[config.mk]
export PLATFORM = sky130hd
export DESIGN_NAME = mem_responder
export DESIGN_NICKNAME = d
export VERILOG_FILES = /design/src/rtl/mem_responder.sv
export SDC_FILE = /design/constraint.sdc
export NUM_CORES = 1
export LEC_CHECK = 0
export BUFFER_PORTS_ARGS = -buffer_cell sky130_fd_sc_hd__buf_4
export CAP_MARGIN = 20
export CORE_MARGIN = 2
export CORE_UTILIZATION = 38
export CTS_BUF_LIST = sky130_fd_sc_hd__clkbuf_16
export DETAILED_ROUTE_END_ITERATION = 8
export PLACE_DENSITY = 0.64
export SYNTH_ARGS = -nofsm -noshare
export SYNTH_HDL_FRONTEND = slang
export SYNTH_SLANG_ARGS = --single-unit
[constraint.sdc]
create_clock -name clk -period 1.81 [get_ports clk]
set_input_delay 0.181 -clock clk [delete_from_list [all_inputs] [get_ports clk]]
set_output_delay 0.181 -clock clk [all_outputs]
set_load 0.01 [all_outputs]
[src/rtl/mem_responder.sv]
// mem_responder
//   Memory-side responder for one Riscv141 core. It takes the core's
//   instruction and data accesses for one cycle, issues them one at a time
//   on a single backing-memory channel (instruction first), and holds the
//   core stalled until every captured access has completed.
//
// Ports
//   clk, reset       system clock, synchronous active-high reset
//   icache_*         core instruction port (byte address, read enable, data)
//   dcache_*         core data port (byte address, read enable, byte-lane
//                    write enables, write data, read data)
//   stall            high while a captured access set is being serviced
//   mem_req_*        backing-memory request channel (valid/ready handshake)
//   mem_resp_*       backing-memory read response (no response for writes)
//
// state | meaning
// ------+----------------------------------------------------------
// IDLE  | no access in service; capture new accesses here
// IREQ  | instruction read request presented, waiting for ready
// IRESP | instruction read accepted, waiting for response data
// DREQ  | data read/write request presented, waiting for ready
// DRESP | data read accepted, waiting for response data
module mem_responder #(
    parameter int ADDR_W = 14
) (
    input  logic              clk,
    input  logic              reset,
    input  logic [31:0]       icache_addr,
    input  logic              icache_re,
    output logic [31:0]       icache_dout,
    input  logic [31:0]       dcache_addr,
    input  logic              dcache_re,
    input  logic [3:0]        dcache_we,
    input  logic [31:0]       dcache_din,
    output logic [31:0]       dcache_dout,
    output logic              stall,
    output logic              mem_req_valid,
    input  logic              mem_req_ready,
    output logic              mem_req_rw,
    output logic [ADDR_W-1:0] mem_req_addr,
    output logic [31:0]       mem_req_data,
    output logic [3:0]        mem_req_mask,
    input  logic              mem_resp_valid,
    input  logic [31:0]       mem_resp_data
);

    typedef enum logic [2:0] {
        IDLE  = 3'd0,
        IREQ  = 3'd1,
        IRESP = 3'd2,
        DREQ  = 3'd3,
        DRESP = 3'd4
    } state_t;

    state_t state, state_nxt;

    logic [ADDR_W-1:0] i_addr_q;
    logic [ADDR_W-1:0] d_addr_q;
    logic [31:0]       d_din_q;
    logic [3:0]        d_we_q;
    logic              i_pend;
    logic              d_pend;
    logic              d_wr;

    logic any_req;
    logic d_req_in;
    logic handshake;

    assign d_req_in  = dcache_re | (|dcache_we);
    assign any_req   = icache_re | d_req_in;
    assign handshake = mem_req_valid & mem_req_ready;

    // Byte-offset bits and bits above the backing word address are dropped.
    // i_pend is held as a record of the captured set; routing is decided at
    // capture time from the live request, so nothing downstream reads it.
    logic unused_bits;
    assign unused_bits = ^{icache_addr[31:ADDR_W+2], icache_addr[1:0],
                           dcache_addr[31:ADDR_W+2], dcache_addr[1:0], i_pend};

    always_ff @(posedge clk) begin
        if (reset) begin
            state       <= IDLE;
            i_addr_q    <= '0;
            d_addr_q    <= '0;
            d_din_q     <= '0;
            d_we_q      <= '0;
            i_pend      <= 1'b0;
            d_pend      <= 1'b0;
            d_wr        <= 1'b0;
            icache_dout <= '0;
            dcache_dout <= '0;
        end else begin
            state <= state_nxt;
            if (state == IDLE && any_req) begin
                i_addr_q <= icache_addr[ADDR_W+1:2];
                d_addr_q <= dcache_addr[ADDR_W+1:2];
                d_din_q  <= dcache_din;
                d_we_q   <= dcache_we;
                i_pend   <= icache_re;
                d_pend   <= d_req_in;
                d_wr     <= |dcache_we;
            end
            if (state == IRESP && mem_resp_valid) begin
                icache_dout <= mem_resp_data;
            end
            if (state == DRESP && mem_resp_valid) begin
                dcache_dout <= mem_resp_data;
            end
        end
    end

    always_comb begin
        state_nxt = state;
        case (state)
            IDLE: begin
                if (any_req) begin
                    state_nxt = icache_re ? IREQ : DREQ;
                end
            end
            IREQ: begin
                if (handshake) begin
                    state_nxt = IRESP;
                end
            end
            IRESP: begin
                if (mem_resp_valid) begin
                    state_nxt = d_pend ? DREQ : IDLE;
                end
            end
            DREQ: begin
                if (handshake) begin
                    state_nxt = d_wr ? IDLE : DRESP;
                end
            end
            DRESP: begin
                if (mem_resp_valid) begin
                    state_nxt = IDLE;
                end
            end
            default: state_nxt = IDLE;
        endcase
    end

    // Request fields come straight from captured registers, so they cannot
    // move while a request waits for ready.
    logic d_phase;
    assign d_phase = (state == DREQ);

    assign stall         = (state != IDLE);
    assign mem_req_valid = (state == IREQ) || d_phase;
    assign mem_req_rw    = d_phase && d_wr;
    assign mem_req_addr  = d_phase ? d_addr_q : i_addr_q;
    assign mem_req_data  = (d_phase && d_wr) ? d_din_q : 32'h0;
    assign mem_req_mask  = (d_phase && d_wr) ? d_we_q  : 4'h0;

endmodule

---- After elaboration in Yosys (flattened, before gate mapping) ----
Index checks and enable logic that the tools add are counted.
word-level totals
  word-level logic and storage cells ...... 42
  output and inout bits ................... 117
  bits of input ports ..................... 138
  flip-flop bits (word level) ............. 133
cells by class
  reductions and logical operators ........ 9
  multiplexer cells ....................... 12
  equal/unequal tests ..................... 9
  bitwise gates (word level) .............. 3
operator list
  operator              number
  $mux W32              1
  $mux W3               6
  $pmux W3 S5           1
  $mux W14              1
  $ne A2 B2 Y1 const B  5
  $eq A3 B2 Y1 const B  2
  $reduce_and A5 Y1     1
  $logic_and A1 B1 Y1   4
  $mux W2               2
  $mux W4               1
  $reduce_or A4 Y1      1
  $eq A3 B1 Y1 const B  1
  $eq A3 B3 Y1 const B  1
  $logic_not A3 Y1      1
  $reduce_bool A3 Y1    1
  $or A1 B1 Y1          2
  $and A1 B1 Y1         1
  $logic_or A1 B1 Y1    1

---- Depth between registers and ports, before layout ----
Gate-level depths: netlist of run 1.
  word-level depth ........................ 5
  mapped depth ............................ 7

---- Worst setup path after synthesis of run 1 ----
No wires, ideal clock.
  path kind ............................... register to output
  start ................................... reg state[0]
  end ..................................... out mem_req_data[25]
  data arrival time ....................... 1.565 ns
  cell stages (with the launch flop) ...... 6
  path slack .............................. 0.064 ns
  path buffers ............................ 1
  cell sequence ........................... dfxtp_1 nor2b_1 nand2_1 nor2_2 buf_2 and2_1
between the ends
  word-level cells in the longest chain between the ends .. 3
ends and longest elaborated chain
  item                      RTL line  text
  start: declaration        55        state_t state, state_nxt;
  start signal: assignment  93        state <= state_nxt;
  $eq A3 B2 Y1              147       assign d_phase = (state == DREQ);
  $logic_and A1 B1 Y1       n/a
  net mem_req_rw            39        output logic mem_req_rw,
  $mux W32                  153       assign mem_req_data = (d_phase && d_wr) ? d_din_q : 32'h0;
  end: declaration          41        output logic [31:0] mem_req_data,
The timed path passes the listed nets, and every way through them passes these cells.

---- Final worst setup path of run 1 ----
  start ................................... reg state[0]
  end ..................................... out mem_req_addr[1]
between the ends
  word-level cells in the longest chain between the ends .. 2
ends and longest elaborated chain
  item              RTL line  text
  $eq A3 B2 Y1      147
  $mux W14          152       assign mem_req_addr = d_phase ? d_addr_q : i_addr_q;
  end: declaration  40        output logic [ADDR_W-1:0] mem_req_addr,
Every way passes these cells.

==> results of run 1 <==
synthesized netlist by cell type:
library cell	n	share of area, %
a41oi_1	1	0.17
a211oi_1	1	0.14
or4_4	1	0.21
o31a_1	1	0.17
nor2_1	4	0.28
buf_8	3	0.85
nand3_1	2	0.19
and3_1	2	0.24
mux2_1	14	3.0
dfxtp_1	133	50
a22oi_1	1	0.14
clkbuf_1	30	2.1
inv_1	4	0.28
nand2_1	259	18
nor2_2	1	0.12
nor2b_1	1	0.12
o41ai_1	2	0.33
inv_2	1	0.071
o31ai_4	1	0.40
buf_2	6	0.57
a21oi_1	100	9.5
a21oi_2	30	5.0
nor4b_1	2	0.33
a221oi_1	1	0.17
and2_1	36	4.3
or3_1	1	0.12
o21ai_0	2	0.19
a31oi_1	1	0.12
buf_6	9	1.9
nor3_2	1	0.19
final cells by class:
| type | instances | area [µm²] |
|---|---|---|
| fill | 1265 | 5800 |
| sequential | 133 | 2670 |
| multi-input combinational | 465 | 2390 |
| timing repair buffer | 241 | 2020 |
| clock buffer | 17 | 425 |
| tap | 180 | 225 |
| clock inverter | 15 | 170 |
| inverter | 5 | 18.8 |
worst paths after layout:
| kind | from | endpoint | slack, ns | cells after the start |
|---|---|---|---|---|
| max | state[0]$_SDFFE_PP0P_ | mem_req_addr[1] | -0.007 | 5 |
| min | dcache_addr[15] | d_addr_q[13]$_SDFFE_PP0P_ | 0.02 | 3 |
| min reg2reg | d_din_q[25]$_SDFFE_PP0P_ | d_din_q[25]$_SDFFE_PP0P_ | 0.45 | 2 |
| max reg2reg | state[2]$_SDFFE_PP0P_ | state[0]$_SDFFE_PP0P_ | 0.20 | 6 |
worst max-delay path, delay by kind of cell, from the launching register on:
family                 cells  cell delay [ns]
DFF                        1             0.33
muxes                      1             0.31
buffers and inverters      2             0.31
and+or+nand+nor            2             0.28
through the flow:
stage	setup TNS [ns]	power [W]	instance area (µm²)	util, %
2_1_floorplan	0	0.00604	5280	-
6_report	-0.0110	0.0108	7920	57.7
4_1_cts	-0.106	0.0109	7910	57.7
3_3_place_gp	0	0.00693	7090	51.7
5_1_grt	-2.25	0.0114	7920	57.7
3_5_place_dp	0	0.00703	7090	51.7
report_power, final:
group          leakage, nW  internal (W)  switching [W]  total, W
clock                0.299       0.00226        0.00122   0.00348
combinational         2.06       0.00162        0.00189   0.00351
sequential            1.09       0.00349       0.000289   0.00378
total                 3.45       0.00737        0.00339    0.0108
routing by layer:
layer	part of all wire, %	vias to the layer above	track usage (%)
met5	0	-	0
met4	2.9	0	9.41
met3	8.0	34	7.30
met2	48	172	33.6
li1	-	2525	-
met1	41	2353	23.2
kinds of logic (layout without fill, tap and decap cells):
family | Yosys count | after routing
DFF | 133 | 133
buffers and inverters | 53 | 278
muxes | 14 | 14
AOI/OAI and AO/OA | 141 | 141
and+or+nand+nor | 310 | 310
sequential cells by signal, indices dropped and copies added (netlist names):
signal	cells
d_din_q	32
dcache_dout	32
icache_dout	32
d_addr_q	14
i_addr_q	14
d_we_q	4
state	3
d_pend	1
d_wr	1
cells in the final DEF (no fill, tap or decap), types with 2 or more instances in the layout:
| master | netlist | final |
|---|---|---|
| and2_1 | 36 | 35 |
| a21oi_1 | 100 | 100 |
| buf_12 | 0 | 10 |
| buf_6 | 9 | 15 |
| and3_1 | 2 | 2 |
| mux2_4 | 0 | 14 |
| nor4b_1 | 2 | 2 |
| buf_4 | 0 | 210 |
| dfxtp_1 | 133 | 130 |
| clkbuf_16 | 0 | 17 |
| dlygate4sd3_1 | 0 | 5 |
| a21oi_2 | 30 | 30 |
| nor2_1 | 4 | 4 |
| inv_1 | 4 | 6 |
| clkinv_1 | 0 | 4 |
| o21ai_0 | 2 | 2 |
| nand3_1 | 2 | 2 |
| bufinv_16 | 0 | 4 |
| clkinv_2 | 0 | 4 |
| dfxtp_2 | 0 | 2 |
| nand2_1 | 259 | 258 |
| o41ai_1 | 2 | 2 |
repair_timing:
| action | 4_1_cts | 5_1_grt |
|---|---|---|
| hold buffers | 5 | 0 |
| pin swaps | 0 | 0 |
| setup buffers | 2 | 0 |
| gates cloned | 1 | 0 |
| hold endpoints to repair | 5 | 0 |
| gates resized for setup | 38 | 3 |
| setup endpoints to repair | 51 | 51 |
==> summary.md, run 1 <==
| Metric | Value |
|---|---|
| Outcome | `complete, but fails checks` |
| Failing checks | `negative setup slack` |
| Cell count after synthesis | `651` |
| GRT overflow | `0` |
| Setup CP Type | `reg -> out` |
| Antenna Diode Count | `0` |
| GRT Overall Usage | `20.2%` |
| Max Cap Viol | `0` |
| Complex-gate fraction of the synthesized area | `between 10% and 20%` |
| Initial DRC count | `205` |
| Adder-cell area share of the yosys netlist | `0%` |
| Period utilisation layout | `100%` |
| Mapped Nets | `789` |
| Pre-antenna DRT Iters | `6` |
| Max FO, Critical Path | `7` |
| Antenna-violating nets left | `0` |
| Sequential-to-total area share from yosys stat | `50.4%` |
| Die height | `~120 µm` |
| Final hold viol count | `0` |
| H-tree levels | `4` |
| Detailed Route WL | `15.0 mm` |
| Initial antenna violation count | `0` |
| Final count of negative-setup-slack endpoints | `3` |
| CTS clk-pin slew, worst paths | `0.06 ns` |
| CTS max path bufs | `2` |
| Final setup skew | `0.00362 ns` |
| Leak | `3.45 nW` |
| Nets | `1001` |
| RSZ-0062 raised after global routing | `yes` |
| DR WL/cell | `14.2 µm` |
| Total die area | `14900 µm²` |
| Syn_area_per_cell | `8.11 µm²` |
| Largest family of logic cells by synthesized area | `simple AND/OR/NAND/NOR gates` |
| Core area | `13700 µm²` |
| Worst-Margin Slew | `0.538 ns` |
| Die Width | `122 µm` |
| Dpl hpwl | `10.2 mm` |
| Critical Path Max Stage Delay | `0.33 ns` |
| Vias in the first global route | `4971` |
| Global-route wire length before repair | `about 24 mm` |
| XOR/XNOR share of the synthesized area | `0%` |
| HP Class | `in -> reg` |
| Clock sink total | `133` |
| Synth Cell Area | `5280 µm²` |
| Residual DRC | `0` |
| Initial core utilization | `about two fifths` |
| Pwr per Cell Area | `1360 nW/µm²` |
| Post-synthesis cell type count | `30` |
| Critical Path AT | `1.64 ns` |
| Total CTS buffers | `17` |
| I/O Pins | `255` |
| Synth Area in Simple Gates | `about a quarter` |
| CTS tree | `yes` |
| YS warnings | `0` |
| Clk Latency, worst-skew pair | `0.41 ns` |
| Final setup margin | `-0.00675 ns` |
| Largest net degree at the start of global routing | `67` |
| VDD IR max | `0.593 mV` |
| Worst setup SP type | `flip-flop` |
| Ratio of cells with drive above 1 in the final layout | `36.4%` |
| Pre-CTS WS | `about 0.065 ns` |
| Std-Cell Rows | `43` |
| IO Port Bufs | `about 220` |
| Fmax | `550 MHz` |
| CP Data Required Time | `1.63 ns` |
| Crit. End Element | `output port` |
| Via count | `between 5000 and 6000` |
| Vias per cell | `4.81` |
| Cells along the critical path | `nor2b_4 > nand2_4 > buf_12 > mux2_4 > buf_6` |
| Slew HR | `63.6%` |
| Flop and latch count out of synthesis | `133` |
| Multiplexer share of the synthesized area | `about 3%` |
| Final Max Tran Viols | `0` |
| Crit-path slowest cell | `dfxtp_2` |
| Routability cong. | `0.759` |
| Layout Cells excl Fill | `1056` |
| DP Cell Count | `1016` |
| Synth-to-layout area growth | `50.0%` |
| Final Hold Slack | `a little over 0.02 ns` |
| Root buf cell | `clkbuf_16` |
| Tmin final | `1.82 ns` |
Power figures use the tool's default switching activity.
==> run 2: changes to the inputs <==
Settings changed: ABC_AREA from default to 1, SKIP_LAST_GASP from default to 1.
==> run 2 against run 1 <==
Compared with the run above:
- first-iteration DRC count increased by 23%
- maximum frequency rose by 4.1%
- register-to-register slack better by 0.04 ns
- the flow now finishes without violations
- largest cell class unchanged
==> summary.md, run 2 <==
| Metric | Value |
|---|---|
| Antenna-violating nets left | `0 (unchanged)` |
| Most common cell after layout, fill and taps aside | `buf_4 (was nand2_1)` |
| Dpl hpwl | `9.55 mm (was 10.2 mm)` |
| Logic pwr share | `37.3% (was 32.6%)` |
| Die Width | `123 µm (was 122 µm)` |
| Crit-path slowest cell | `dfxtp_4 (was dfxtp_2)` |
| Synth Cell Area | `5360 µm² (was 5280 µm²)` |
| Net Sw Power | `0.00437 W (was 0.00339 W)` |
| Largest family of logic cells by synthesized area | `simple AND/OR/NAND/NOR gates (unchanged)` |
| Final Hold Slack | `0.0202 ns (about the same)` |
| Cell count after synthesis | `741 (was 651)` |
| IO Port Bufs | `218 (unchanged)` |
| Leak | `3.64 nW (was 3.45 nW)` |
| Cells along the critical path | `nand2_2 > nor2_4 > inv_2 > nor2_4 > buf_12 > inv_12 > nor2_1 > buf_4 (was nor2b_4 > nand2_4 > buf_12 > mux2_4 > buf_6)` |
| Total die area | `15100 µm² (was 14900 µm²)` |
| Worst-Margin Slew | `0.574 ns (was 0.538 ns)` |
| Regs by FF count | `d_din_q: 32 flops, dcache_dout: 32 flops, icache_dout: 32 flops (unchanged)` |
| Core area | `13800 µm² (was 13700 µm²)` |
| Initial antenna violation count | `0 (unchanged)` |
| CP Data Required Time | `1.63 ns (about the same)` |
| Flop and latch count out of synthesis | `133 (unchanged)` |
| RSZ-0062 raised after global routing | `yes (unchanged)` |
| Synth top area cells | `dfxtp_1 50%, nor2_1 12%, o21ai_0 8.3%, inv_1 7.8%, a21oi_1 6.2% (was dfxtp_1 50%, nand2_1 18%, a21oi_1 9.5%, a21oi_2 5.0%, and2_1 4.3%)` |
| Residual DRC | `0 (unchanged)` |
| Final count of negative-setup-slack endpoints | `0 (was 3)` |
| DR WL/cell | `12.6 µm (was 14.2 µm)` |
| Antenna Diode Count | `0 (unchanged)` |
| Final setup skew | `0.00662 ns (was 0.00362 ns)` |
| Root buf cell | `clkbuf_16 (unchanged)` |
| Crit-path leading delay family | `buffers and inverters (was flip-flops)` |
| CTS tree | `yes (unchanged)` |
| CTS clk-pin slew, worst paths | `0.06 ns (about the same)` |
| Most frequent cells in the layout | `224 x buf_4, 163 x nor2_1, 132 x dfxtp_1, 112 x inv_1, 89 x o21ai_0 (was 258 x nand2_1, 210 x buf_4, 130 x dfxtp_1, 100 x a21oi_1, 35 x and2_1)` |
| Die height | `123 µm (was 122 µm)` |
| Global-route wire length before repair | `23.2 mm (was 23.8 mm)` |
| Final setup margin | `0.0640 ns (was -0.00675 ns)` |
| Multiplexer share of the synthesized area | `0% (was 2.99%)` |
| Setup CP Type | `reg -> out (unchanged)` |
| GRT Overall Usage | `19.6% (was 20.2%)` |
| Critical Path AT | `1.56 ns (was 1.64 ns)` |
| Vias per cell | `4.45 (was 4.81)` |
| Max Cap Viol | `0 (unchanged)` |
| Pre-antenna DRT Iters | `5 (was 6)` |
| Final Max Tran Viols | `0 (unchanged)` |
| Most frequent cell after synthesis | `nor2_1 (was nand2_1)` |
| R2r endpoint | `d_din_q[19]$_SDFFE_PP0P_ (was state[0]$_SDFFE_PP0P_)` |
| Complex-gate fraction of the synthesized area | `18.5% (was 16.3%)` |
| Synth cell count leaders | `169 x nor2_1, 133 x dfxtp_1, 111 x inv_1, 89 x o21ai_0, 66 x a21oi_1 (was 259 x nand2_1, 133 x dfxtp_1, 100 x a21oi_1, 36 x and2_1)` |
| Synth-to-layout area growth | `48.1% (was 50.0%)` |
| XOR/XNOR share of the synthesized area | `0% (unchanged)` |
| Final hold viol count | `0 (unchanged)` |
| Share of the synthesized area in the top cell type | `49.7% (was 50.4%)` |
| HP Start | `icache_addr[5] (was dcache_addr[15])` |
| Tmin final | `1.75 ns (was 1.82 ns)` |
| Clock power frac | `26.5% (was 32.3%)` |
| Crit. End Element | `output port (unchanged)` |
| Critical Path Max Stage Delay | `0.37 ns (was 0.33 ns)` |
| VDD IR max | `0.656 mV (was 0.593 mV)` |
| Worst setup SP type | `flip-flop (unchanged)` |
| Mapped Nets | `879 (was 789)` |
| FF-to-FF Start | `state[2]$_SDFFE_PP0P_ (unchanged)` |
| Nets | `1105 (was 1001)` |
| Power Total | `0.0120 W (was 0.0108 W)` |
| I/O Pins | `255 (unchanged)` |
| Period utilisation layout | `96.5% (was 100%)` |
| Outcome | `finished clean (was complete, but fails checks)` |
| Via count | `5153 (was 5084)` |
| DP Cell Count | `1106 (was 1016)` |
| R2r setup slk | `0.24 ns (was 0.20 ns)` |
| Vias in the first global route | `4770 (was 4971)` |
| Worst path bufs/invs | `4 (was 2)` |
| Sequential-to-total area share from yosys stat | `49.7% (was 50.4%)` |
| HP Class | `in -> reg (unchanged)` |
| Fmax | `573 MHz (was 550 MHz)` |
| Slew HR | `61.7% (was 63.6%)` |
| Top_reg_cell synth | `dfxtp_1 (unchanged)` |
| Routability cong. | `0.797 (was 0.759)` |
| H-tree levels | `4 (unchanged)` |
| Max FO, Critical Path | `18 (was 7)` |
| YS warnings | `0 (unchanged)` |
| Pwr per Cell Area | `1520 nW/µm² (was 1360 nW/µm²)` |
| Depth of the worst hold-timing path | `3 (unchanged)` |
| Post-layout util | `57.4% (was 57.7%)` |
| Worst Hold Path EP | `i_addr_q[3]$_SDFFE_PP0P_ (was d_addr_q[13]$_SDFFE_PP0P_)` |
| Sw Ratio | `36.3% (was 31.5%)` |
| Layout Cells excl Fill | `1159 (was 1056)` |
| Post-synth EDFFs | `0 (unchanged)` |
| Total CTS buffers | `17 (unchanged)` |
| Pre-CTS WS | `0.0946 ns (was 0.0649 ns)` |
| Std-Cell Rows | `43 (unchanged)` |
| Synth Area in Simple Gates | `19.1% (was 24.5%)` |
| Reg power frac | `36.2% (was 35.1%)` |
| Pint | `0.00767 W (was 0.00737 W)` |
| Initial core utilization | `38.7% (was 38.5%)` |
| Async S/R FF share, synth | `0% (unchanged)` |
| Reg2reg path depth | `8 (was 6)` |
| Syn_area_per_cell | `7.23 µm² (was 8.11 µm²)` |
| Ratio of cells with drive above 1 in the final layout | `29.5% (was 36.4%)` |
| Clk Latency, worst-skew pair | `0.41 ns (about the same)` |
| Largest net degree at the start of global routing | `65 (was 67)` |
| Leading area contributor after synthesis | `dfxtp_1 (unchanged)` |
| Initial DRC count | `253 (was 205)` |
| Adder-cell area share of the yosys netlist | `0% (unchanged)` |
| Detailed Route WL | `14.6 mm (was 15.0 mm)` |
| Most common cell on crit path | `nor2_4` |
| GRT overflow | `0 (unchanged)` |
| CTS max path bufs | `2 (unchanged)` |
| Post-synthesis cell type count | `20 (was 30)` |
| Clock sink total | `133 (unchanged)` |
[run 2: changes by cell type after synthesis, sizes merged, moves of 4 or more]
cell,change
and2,-36
mux2,-14
clkbuf,-4
inv,+111
nor2,+177
nand3,+6
o21ai,+128
a21oi,-64
nand2,-197
[run 2: metal layers]
| layer | part of all wire [%] | global-route usage (%) | wire [µm] | up-vias |
|---|---|---|---|---|
| met3 | 10 | 8.55 | 1470 | 13 |
| li1 | - | - | - | 2744 |
| met1 | 44 | 24.7 | 6390 | 2231 |
| met2 | 45 | 29.5 | 6560 | 165 |
| met4 | 1.2 | 7.18 | 181 | 0 |
| met5 | 0 | 0 | 0 | - |
[run 2: power by group through the flow]
| stage | clock, W | combinational (W) | sequential [W] |
|---|---|---|---|
| finish | 0.00319 | 0.00449 | 0.00435 |
| CTS | 0.00328 | 0.00454 | 0.00436 |
| global placement | 0 | 0.00443 | 0.00437 |
| global route | 0.00341 | 0.00517 | 0.00447 |
| detailed placement | 0 | 0.00445 | 0.00440 |
| floorplan | 0 | 0.00298 | 0.00446 |
[run 2: area by class of cell]
cell class | instances | area (µm²)
Clock inverter | 14 | 121
Tap cell | 180 | 225
Multi-Input combinational cell | 448 | 2040
Timing Repair Buffer | 250 | 1990
Timing Repair inverter | 1 | 11.3
Fill cell | 1367 | 5890
Sequential cell | 133 | 2670
Clock buffer | 17 | 425
Inverter | 116 | 453
[run 2: what timing repair did]
action,4_1_cts,5_1_grt
gates resized for setup,6,14
pin swaps,1,1
setup buffers,1,0
hold buffers,20,0
endpoints found under the setup margin,36,100
cloned,1,0
hold endpoints to repair,21,0
[run 2: cell families after synthesis]
family / Yosys count
buffers and inverters: 160
AOI/OAI and AO/OA: 196
and+or+nand+nor: 252
DFF: 133
[run 2: how the worst max path moves through the flow]
stage,start,to,slack [ns],depth (start not counted)
final,state[0]$_SDFFE_PP0P_,mem_req_data[18],0.06,8
after global routing,state[2]$_SDFFE_PP0P_,mem_req_data[1],-0.04,9
after CTS,state[0]$_SDFFE_PP0P_,mem_req_data[27],0.007,8
after detailed placement,state[2]$_SDFFE_PP0P_,i_addr_q[7]$_SDFFE_PP0P_,0.09,8
after global placement,state[0]$_SDFFE_PP0P_,mem_req_data[28],0.12,7
after floorplan,state[0]$_SDFFE_PP0P_,mem_req_data[14],0.36,7
[run 2: per-stage QoR]
step | instance area (µm²) | setup TNS [ns]
floorplan | 5360 | 0
detailed placement | 7110 | 0
finish | 7940 | 0
global route | 7940 | -0.593
global placement | 7110 | 0
CTS | 7900 | 0
[run 2: worst min-delay path, delay by kind of cell]
family	cells	cell delay, ns
and+or+nand+nor	1	0.07
buffers and inverters	1	0.08
AOI/OAI and AO/OA	1	0.06
==> run 3: changes to the inputs <==
Settings changed: ABC_AREA 1 to 0.
==> run 3 against run 2 <==
Compared with the run above:
- the run now ends with negative setup slack left
- maximum frequency shrank 4.7%
- worst hold slack hardly changed
- global-route usage rose by 0.66 points
- clock skew shrank 0.0032 ns
- clock power is 9.1% higher
- via count shrank 1.1%
==> summary.md, run 3 (synthesis results as in run 1) <==
| Metric | Value |
|---|---|
| GRT Overall Usage | `20.2% (was 19.6%)` |
| Worst Hold Path EP | `d_addr_q[13]$_SDFFE_PP0P_ (was i_addr_q[3]$_SDFFE_PP0P_)` |
| Final Hold Slack | `0.0200 ns (was 0.0202 ns)` |
| Crit. End Element | `output port (unchanged)` |
| Worst-Margin Slew | `0.547 ns (was 0.574 ns)` |
| DP Cell Count | `1016 (was 1106)` |
| Synth-to-layout area growth | `50.4% (was 48.1%)` |
| Via count | `5096 (was 5153)` |
| Vias per cell | `4.82 (was 4.45)` |
| Sw Ratio | `31.5% (was 36.3%)` |
| Initial DRC count | `215 (was 253)` |
| Residual DRC | `0 (unchanged)` |
| Net Sw Power | `0.00340 W (was 0.00437 W)` |
| R2r setup slk | `0.19 ns (was 0.24 ns)` |
| CTS clk-pin slew, worst paths | `0.06 ns (about the same)` |
| Cells along the critical path | `nor2b_4 > nand2_4 > nor2_4 > clkbuf_16 > and2_1 > buf_4 (was nand2_2 > nor2_4 > inv_2 > nor2_4 > buf_12 > inv_12 > nor2_1 > buf_4)` |
| Pre-antenna DRT Iters | `6 (was 5)` |
| CTS tree | `yes (unchanged)` |
| Slew HR | `63.0% (was 61.7%)` |
| Setup CP Type | `reg -> out (unchanged)` |
| Total die area | `14900 µm² (was 15100 µm²)` |
| Period utilisation layout | `101% (was 96.5%)` |
| DR WL/cell | `14.3 µm (was 12.6 µm)` |
| Root buf cell | `clkbuf_16 (unchanged)` |
| Ratio of cells with drive above 1 in the final layout | `36.4% (was 29.5%)` |
| Fill cells | `1263 (was 1367)` |
| Pwr per Cell Area | `1360 nW/µm² (was 1520 nW/µm²)` |
| Reg power frac | `35.1% (was 36.2%)` |
| Final Max Tran Viols | `0 (unchanged)` |
| Worst setup SP type | `flip-flop (unchanged)` |
| CTS max path bufs | `2 (unchanged)` |
| Antenna-violating nets left | `0 (unchanged)` |
| Initial core utilization | `38.5% (was 38.7%)` |
| Clock power frac | `32.3% (was 26.5%)` |
| Vias in the first global route | `4974 (was 4770)` |
| Worst path bufs/invs | `2 (was 4)` |
| Detailed Route WL | `15.1 mm (was 14.6 mm)` |
| RSZ-0062 raised after global routing | `yes (unchanged)` |
| Clock sink total | `133 (unchanged)` |
| Clk Latency, worst-skew pair | `0.41 ns (about the same)` |
| Most common cell after layout, fill and taps aside | `nand2_1 (was buf_4)` |
| Global-route wire length before repair | `23.8 mm (was 23.2 mm)` |
| Crit-path slowest cell | `dfxtp_2 (was dfxtp_4)` |
| Fmax | `546 MHz (was 573 MHz)` |
| Core area | `13700 µm² (was 13800 µm²)` |
| Critical Path Max Stage Delay | `0.33 ns (was 0.37 ns)` |
| H-tree levels | `4 (unchanged)` |
| Max Cap Viol | `0 (unchanged)` |
| Layout Cells excl Fill | `1057 (was 1159)` |
| Setup TNS | `-0.209 ns (was 0 ns)` |
| Most frequent cells in the layout | `258 x nand2_1, 211 x buf_4, 130 x dfxtp_1, 100 x a21oi_1, 36 x and2_1 (was 224 x buf_4, 163 x nor2_1, 132 x dfxtp_1, 112 x inv_1, 89 x o21ai_0)` |
| Failing checks | `negative setup slack` |
| Leak | `3.45 nW (was 3.64 nW)` |
| Outcome | `complete, but fails checks (was finished clean)` |
| Tmin final | `1.83 ns (was 1.75 ns)` |
| Logic pwr share | `32.6% (was 37.3%)` |
| Largest net degree at the start of global routing | `67 (was 65)` |
| Total CTS buffers | `17 (unchanged)` |
| Crit-path leading delay family | `simple AND/OR/NAND/NOR gates (was buffers and inverters)` |
| Pint | `0.00738 W (was 0.00767 W)` |
| CP Data Required Time | `1.63 ns (about the same)` |
| Std-Cell Rows | `43 (unchanged)` |
| Dpl hpwl | `10.2 mm (was 9.55 mm)` |
| Post-layout util | `57.9% (was 57.4%)` |
| Power Total | `0.0108 W (was 0.0120 W)` |
| FF-to-FF Start | `state[2]$_SDFFE_PP0P_ (unchanged)` |
| Final setup skew | `0.00344 ns (was 0.00662 ns)` |
| Final setup margin | `-0.0230 ns (was 0.0640 ns)` |
| Reg2reg path depth | `6 (was 8)` |
| HP Start | `dcache_addr[15] (was icache_addr[5])` |
| Die Width | `122 µm (was 123 µm)` |
| Antenna Diode Count | `0 (unchanged)` |
| Initial antenna violation count | `0 (unchanged)` |
| Critical Path AT | `1.65 ns (was 1.56 ns)` |
| VDD IR max | `0.598 mV (was 0.656 mV)` |
| Final count of negative-setup-slack endpoints | `23 (was 0)` |
| I/O Pins | `255 (unchanged)` |
| HP Class | `in -> reg (unchanged)` |
| Nets | `1002 (was 1105)` |
| GRT overflow | `0 (unchanged)` |
| Max FO, Critical Path | `18 (unchanged)` |
| Die height | `122 µm (was 123 µm)` |
| IO Port Bufs | `218 (unchanged)` |
| Final hold viol count | `0 (unchanged)` |
| Depth of the worst hold-timing path | `3 (unchanged)` |
| Routability cong. | `0.759 (was 0.797)` |
| R2r endpoint | `state[0]$_SDFFE_PP0P_ (was d_din_q[19]$_SDFFE_PP0P_)` |
| Regs by FF count | `d_din_q: 32 flops, dcache_dout: 32 flops, icache_dout: 32 flops (unchanged)` |
==> run 3: cell count changes in the layout (fill, tap and decap cells not counted), moves of 15 or more <==
cell and delta:
inv_1 -106, a21oi_2 +30, nand2_1 +198, o21ai_0 -87
nor2_1 -159, a21oi_1 +34, o21ai_1 -40, and2_1 +36
dlygate4sd3_1 -15
==> run 3: what timing repair did <==
item,4_1_cts,5_1_grt
setup endpoints to repair,51,51
resized for setup,36,3
cloned,1,1
setup buffers,2,0
endpoints found under the hold margin,5,0
hold buffers,5,0
==> run 3: through the flow <==
step,setup WS [ns],instance area [µm²]
after floorplan,0.0637,5280
after global placement,0.121,7090
after detailed placement,0.0649,7090
after CTS,-0.0391,7900
after global routing,-0.0921,7940
final,-0.0230,7940
==> run 3: how the worst max path moves through the flow <==
stage,startpoint,to,slack (ns),depth (start not counted)
6_report,state[0]$_SDFFE_PP0P_,mem_req_data[10],-0.02,6
3_3_place_gp,dcache_we[3],d_din_q[15]$_SDFFE_PP0P_,0.12,6
3_5_place_dp,dcache_we[3],d_din_q[1]$_SDFFE_PP0P_,0.06,6
5_1_grt,state[0]$_SDFFE_PP0P_,mem_req_data[15],-0.09,6
4_1_cts,state[2]$_SDFFE_PP0P_,mem_req_data[12],-0.04,6
2_1_floorplan,state[0]$_SDFFE_PP0P_,mem_req_data[25],0.06,5
==> run 3: power groups by stage <==
stage | logic (W) | registers [W] | clock network [W]
after global routing | 0.00386 | 0.00385 | 0.00367
after global placement | 0.00315 | 0.00378 | 0
after detailed placement | 0.00322 | 0.00381 | 0
after floorplan | 0.00226 | 0.00379 | 0
after CTS | 0.00350 | 0.00377 | 0.00357
final | 0.00352 | 0.00378 | 0.00348
==> run 3: layer usage <==
layer	GRT usage (%)	wire (µm)
met2	33.6	7230
met5	0	0
met3	7.30	1250
met1	23.2	6170
met4	9.41	428
==> run 3: worst reg2reg max path: stages (launching register included) <==
cell	delay [ns]
dfxtp_4	0.35
buf_4	0.15
nor3_2	0.16
buf_4	0.17
inv_2	0.04
o41ai_1	0.44
a221oi_1	0.17
==> run 3: cell type report <==
type                       count  area [µm²]  share of cell area [%]
clock buffer                  17         425                    5.36
clock inverter                15         170                    2.14
tap                          180         225                    2.84
timing repair buffer         242        2040                    25.7
multi-input combinational    465        2390                    30.1
inverter                       5        18.8                   0.236
sequential                   133        2670                    33.6
